--- src/rtl/seq_detect_ctrl.sv ---
// seq_detect_ctrl: sequences a bit-serial pattern detector from a word-level
// valid/ready interface. Accepts a word, clears the detector, shifts the word
// MSB-first, counts latency-corrected hits and returns the count.
// Optional build macro SEQ_CTRL_FIRST_POS_EN adds the first_pos output, which
// reports the bit index of the first counted hit (all-ones when none).
module seq_detect_ctrl #(
    parameter int WIDTH   = 16,
    parameter int CNT_W   = 5,
    parameter int HIT_LAT = 1
) (
    input  logic             clk,
    input  logic             rst,
    input  logic             in_valid,
    output logic             in_ready,
    input  logic [WIDTH-1:0] in_data,
    output logic             det_clr,
    output logic             det_en,
    output logic             det_bit,
    input  logic             det_hit,
    output logic             done_valid,
    input  logic             done_ready,
    output logic [CNT_W-1:0] match_count
`ifdef SEQ_CTRL_FIRST_POS_EN
    ,
    output logic [CNT_W-1:0] first_pos
`endif
);

    // Cycle counter spans the shift and drain phases: 0 .. WIDTH+HIT_LAT-1.
    localparam int C_W = $clog2(WIDTH + HIT_LAT + 1);
    localparam logic [C_W-1:0] C_LAST_SHIFT = C_W'(WIDTH - 1);
    localparam logic [C_W-1:0] C_LAST_DRAIN = C_W'(WIDTH + HIT_LAT - 1);

    typedef enum logic [2:0] {
        S_IDLE,
        S_CLEAR,
        S_SHIFT,
        S_DRAIN,
        S_DONE
    } state_t;

    state_t           state_q;
    logic [WIDTH-1:0] word_q;
    logic [C_W-1:0]   c_q;
    logic [CNT_W-1:0] cnt_q;
    logic             in_ready_q;
    logic             det_clr_q;
    logic             det_en_q;
    logic             det_bit_q;
    logic             done_valid_q;
    logic             hit_cnt;

    // Saturating increment; the count cannot reach all-ones with legal
    // parameters, so this only guards against misconfiguration.
    function automatic logic [CNT_W-1:0] sat_inc(input logic [CNT_W-1:0] v);
        return (v == {CNT_W{1'b1}}) ? v : v + 1'b1;
    endfunction

    // A hit counts only while scanning and once the detector latency has
    // elapsed; earlier hits belong to the detector's pre-clear history.
    always_comb begin
        hit_cnt = 1'b0;
        if ((state_q == S_SHIFT || state_q == S_DRAIN) && det_hit &&
            (int'(c_q) >= HIT_LAT))
            hit_cnt = 1'b1;
    end

`ifdef SEQ_CTRL_FIRST_POS_EN
    logic [CNT_W-1:0] fpos_q;
    logic [CNT_W-1:0] hit_idx;

    // Bit index that the current hit belongs to.
    always_comb begin
        hit_idx = CNT_W'(int'(c_q) - HIT_LAT);
    end

    // First-hit position: preset to all-ones at accept, captured on first hit.
    always_ff @(posedge clk or posedge rst) begin
        if (rst) begin
            fpos_q <= '0;
        end else if (state_q == S_IDLE && in_valid) begin
            fpos_q <= {CNT_W{1'b1}};
        end else if (hit_cnt && cnt_q == '0) begin
            fpos_q <= hit_idx;
        end
    end

    assign first_pos = fpos_q;
`endif

    // Controller FSM with registered handshake and detector outputs.
    always_ff @(posedge clk or posedge rst) begin
        if (rst) begin
            state_q      <= S_IDLE;
            word_q       <= '0;
            c_q          <= '0;
            cnt_q        <= '0;
            in_ready_q   <= 1'b1;
            det_clr_q    <= 1'b0;
            det_en_q     <= 1'b0;
            det_bit_q    <= 1'b0;
            done_valid_q <= 1'b0;
        end else begin
            case (state_q)
                S_IDLE: begin
                    if (in_valid) begin
                        word_q     <= in_data;
                        cnt_q      <= '0;
                        in_ready_q <= 1'b0;
                        det_clr_q  <= 1'b1;
                        state_q    <= S_CLEAR;
                    end
                end
                S_CLEAR: begin
                    det_clr_q <= 1'b0;
                    det_en_q  <= 1'b1;
                    det_bit_q <= word_q[WIDTH-1];
                    word_q    <= word_q << 1;
                    c_q       <= '0;
                    state_q   <= S_SHIFT;
                end
                S_SHIFT: begin
                    c_q <= c_q + 1'b1;
                    if (c_q == C_LAST_SHIFT) begin
                        det_en_q  <= 1'b0;
                        det_bit_q <= 1'b0;
                        if (HIT_LAT > 0) begin
                            state_q <= S_DRAIN;
                        end else begin
                            done_valid_q <= 1'b1;
                            state_q      <= S_DONE;
                        end
                    end else begin
                        det_bit_q <= word_q[WIDTH-1];
                        word_q    <= word_q << 1;
                    end
                end
                S_DRAIN: begin
                    c_q <= c_q + 1'b1;
                    if (c_q == C_LAST_DRAIN) begin
                        done_valid_q <= 1'b1;
                        state_q      <= S_DONE;
                    end
                end
                S_DONE: begin
                    if (done_ready) begin
                        done_valid_q <= 1'b0;
                        in_ready_q   <= 1'b1;
                        state_q      <= S_IDLE;
                    end
                end
                default: begin
                    state_q <= S_IDLE;
                end
            endcase
            if (hit_cnt)
                cnt_q <= sat_inc(cnt_q);
        end
    end

    assign in_ready    = in_ready_q;
    assign det_clr     = det_clr_q;
    assign det_en      = det_en_q;
    assign det_bit     = det_bit_q;
    assign done_valid  = done_valid_q;
    assign match_count = cnt_q;

endmodule

--- config.mk ---
export PLATFORM = sky130hd
export DESIGN_NAME = seq_detect_ctrl
export DESIGN_NICKNAME = d
export VERILOG_FILES = /design/src/rtl/seq_detect_ctrl.sv
export SDC_FILE = /design/constraint.sdc
export NUM_CORES = 1
export LEC_CHECK = 0
export CORE_ASPECT_RATIO = 0.8
export CORE_UTILIZATION = 31
export CTS_CLUSTER_SIZE = 30
export DETAILED_ROUTE_END_ITERATION = 10
export SYNTH_ARGS = -nofsm -noshare
export SYNTH_HDL_FRONTEND = slang
export SYNTH_SLANG_ARGS = --single-unit
--- constraint.sdc ---
create_clock -name clk -period 2.5 [get_ports clk]
set_input_delay 0.5 -clock clk [delete_from_list [all_inputs] [get_ports clk]]
set_output_delay 0.5 -clock clk [all_outputs]
set_load 0.02 [all_outputs]
==> results.py <==
metrics = {
    "setup_path": {
        "worst_path_max_delay_cell": "or3b_4",
        "r2r_start": "c_q[0]",
        "worst-path-buf-inv": 1,
        "cpPeakStageDelay_ps": 450,
        "end_kind": "register",
        "cp_max_fo": 9,
        "r2r_slack_ps": 250,
        "crit_chain": "ha_1, and3_1, ha_1, or3b_4, buf_4, a221oi_1, a2bb2oi_2",
        "worst_ep_required_time_ps": 2670,
        "worstReg2RegEnd": "word_q[8]",
        "critical-path-top-delay-family": "simple AND/OR/NAND/NOR gates",
        "ff2ff_path_depth": 7,
        "cp-start-kind": "register",
        "criticalPathCategory": "register to register",
        "arrival_ps": 2420,
        "crit_top_cell": "ha_1",
    },
    "finish": {
        "layout.nets": 232,
        "fill_cells": 599,
        "final_area_sq_um": 2410,
        "fin_cells": 286,
        "layout-drive-gt1-share_pct": 18.5,
        "ff_latch_area_sq_um": 852,
        "area_delta_synth_final_pct": 23.1,
        "utilization_pct": 40.1,
        "diodes": 0,
        "multi_input_area_sq_um": 970,
    },
    "global_route": {
        "grt_pass1_vias": 1401,
        "gr-usage-all-layers_pct": 14.0,
        "grt_max_degree": 44,
        "grt.overflow.total": 0,
        "grt_pass1_wl_um": 7200,
        "antenna_found_initial": 0,
    },
    "placement": {
        "dp_slack_ps": 136,
        "dp_hpwl_um": 2840,
        "postPlaceCellArea_sq_um": 2330,
        "dp_cells": 279,
        "portBuffers": 30,
        "place_congestion": 0.736,
    },
    "sta": {
        "setup_tns_ps": 0,
        "layout_min_cycle_time_ps": 2250,
        "grt_setup_unrepaired": "no",
        "final-hold-violation-count": 0,
        "fin_skew_ps": 15.1,
        "worstMarginPinSlew_ps": 1060,
        "fmax_mhz": 445,
        "relSlewSlack_pct": 28.6,
        "slew_violations": 0,
        "setup_slack_ps": 252,
        "hold_ws_ps": 498,
        "setup_viol": 0,
        "fin_crit_sh_pct": 89.9,
    },
    "logic_synthesis": {
        "ys.flop_type": "dfrtp_1",
        "synthTopCellsByArea": "dfrtp_1, a2bb2oi_2, a221oi_2",
        "avgSynthCellArea_sq_um": 11.0,
        "yosys.cell_types.count": 42,
        "muxShareOfSynthArea_pct": 2.69,
        "synth_nets": 205,
        "yosysTopAreaCell": "dfrtp_1",
        "synth_seq_cells": 34,
        "synth_top_family_by_area": "compound AO/OA/AOI/OAI gates",
        "syn_area_sq_um": 1960,
        "synthAdderAreaFrac_pct": 3.84,
        "async_flop_share_pct": 100,
        "synthCells": 178,
        "synth_top_area_share_pct": 42.2,
        "synth-edff-count": 0,
        "ys_seq_area_share_pct": 43.5,
        "yosys.area_share.simple_pct": 8.63,
        "ys_warn_count": 0,
        "synth-xor-area-share_pct": 0.895,
        "synth_compound_area_share_pct": 33.4,
    },
    "detailed_routing": {
        "viasPerCell": 5.20,
        "routed_wl_um": 4190,
        "first_pass_iters": 4,
        "wl_per_cell_um": 14.6,
        "drtAntennaViolNets": 0,
        "num_vias": 1486,
        "drtIter0Drc": 62,
        "route.detailed.drc": 0,
    },
    "worst_hold_path": {
        "min_from": "match_count[3]",
        "hold_depth": 1,
        "min_to": "match_count[3]",
        "worstHoldPathType": "register to register",
    },
    "cts": {
        "cts-buffers-inserted": 5,
        "hold_buffers": 0,
        "clock_sinks": 34,
        "htreeDepth": 2,
        "tritoncts": "done",
        "cts_max_path_buffers": 2,
        "cts_setup_buffers": 0,
        "cts-root-buf": "clkbuf_8",
        "clk_pin_slew_ps": 80,
        "cts_resized": 0,
        "clk_latency_ps": 290,
    },
    "floorplanning": {
        "start_util_pct": 32.6,
        "core-area_sq_um": 6010,
        "dieArea_sq_um": 6640,
        "top_level_ports": 31,
        "die_height_um": 73.1,
        "fp-row-count": 25,
        "dieWidth_um": 90.8,
    },
    "power": {
        "powerDensity_nw_per_um2": 1400,
        "p_total_mw": 3.38,
        "power.leakage_nw": 0.951,
        "ir_drop_uv": 412,
    },
    "run": {
        "drv_cap": 0,
    },
    "status": {
        "status": "finished clean",
    },
}
==> metal layers <==
metal	up-vias	track usage, %	part of all wire (%)
li1	730	-	-
met1	713	22.7	56
met2	36	17.3	37
met3	7	3.54	5.0
met4	0	4.23	1.1
met5	-	0	0
==> layout make-up <==
class,instances,share of cell area (%)
Clock buffer,5,2.86
Multi-Input combinational cell,119,40.2
Inverter,8,1.25
Tap cell,81,4.21
Clock inverter,2,0.415
Timing Repair Buffer,37,15.7
Sequential cell,34,35.4
==> Yosys cell counts (all sizes together) (3+ instances only) <==
| cell | instances |
|---|---|
| o21ai | 20 |
| dfrtp | 33 |
| a221oi | 15 |
| clkbuf | 9 |
| nor2 | 7 |
| inv | 8 |
| and3 | 3 |
| nand2 | 10 |
| buf | 8 |
| a21oi | 8 |
| mux2i | 3 |
| ha | 6 |
| a2bb2oi | 15 |
| o211ai | 4 |
==> state kept, by name, summed over array words and instances (netlist names) <==
signal	cells
done_valid	1
word_q	16
match_count	5
det_clr	1
det_en	1
state_q	3
det_bit	1
in_ready	1
c_q	5
==> worst reg2reg max path, cell delays in order (launching register included) <==
cell	delay (ps)
dfrtp_1	440
ha_1	240
and3_1	190
ha_1	210
or3b_4	450
buf_4	210
a221oi_1	320
a2bb2oi_2	80
==> placed cells by master, fill, tap and decap left out, types with 2 or more instances in the layout <==
master	instances
a21oi_1	7
nor2_1	7
a221oi_1	8
mux2_2	2
a32o_1	2
nand2_1	10
a221oi_2	7
o211ai_1	4
mux2i_1	3
buf_12	2
clkinv_2	2
o31ai_1	2
a2bb2oi_2	9
nand3_1	2
o21bai_1	2
dfrtp_1	33
o21ai_0	20
nand3b_1	2
and3_1	3
clkdlybuf4s50_1	30
inv_1	8
a22o_1	2
buf_4	5
ha_1	6
a2bb2oi_1	6
clkbuf_8	5
==> cells by family (layout without fill, tap and decap cells) <==
kind of cell	Yosys count	after routing
mux	5	5
simple gates	31	31
flops	34	34
buf+inv	25	52
compound gates	75	75
fa+ha+maj	6	6
xor+xnor	2	2
==> report_power, final <==
group          leakage (nW)  switching (mW)  internal, mW
Sequential            0.397           0.268         0.819
Combinational         0.511           0.901          1.01
Clock                0.0438           0.197         0.187
==> how the worst max path moves through the flow <==
| stage | start | end | slack [ps] | depth (start not counted) |
|---|---|---|---|---|
| final | c_q[0] | word_q[8] | 250 | 7 |
| after global routing | c_q[0] | word_q[13] | 110 | 7 |
| after global placement | c_q[0] | word_q[8] | 210 | 7 |
| after CTS | c_q[0] | word_q[8] | 130 | 7 |
| after detailed placement | c_q[0] | word_q[8] | 140 | 7 |
| after floorplan | c_q[0] | word_q[8] | 380 | 8 |
No activity file was read; power rests on OpenSTA's default activity.
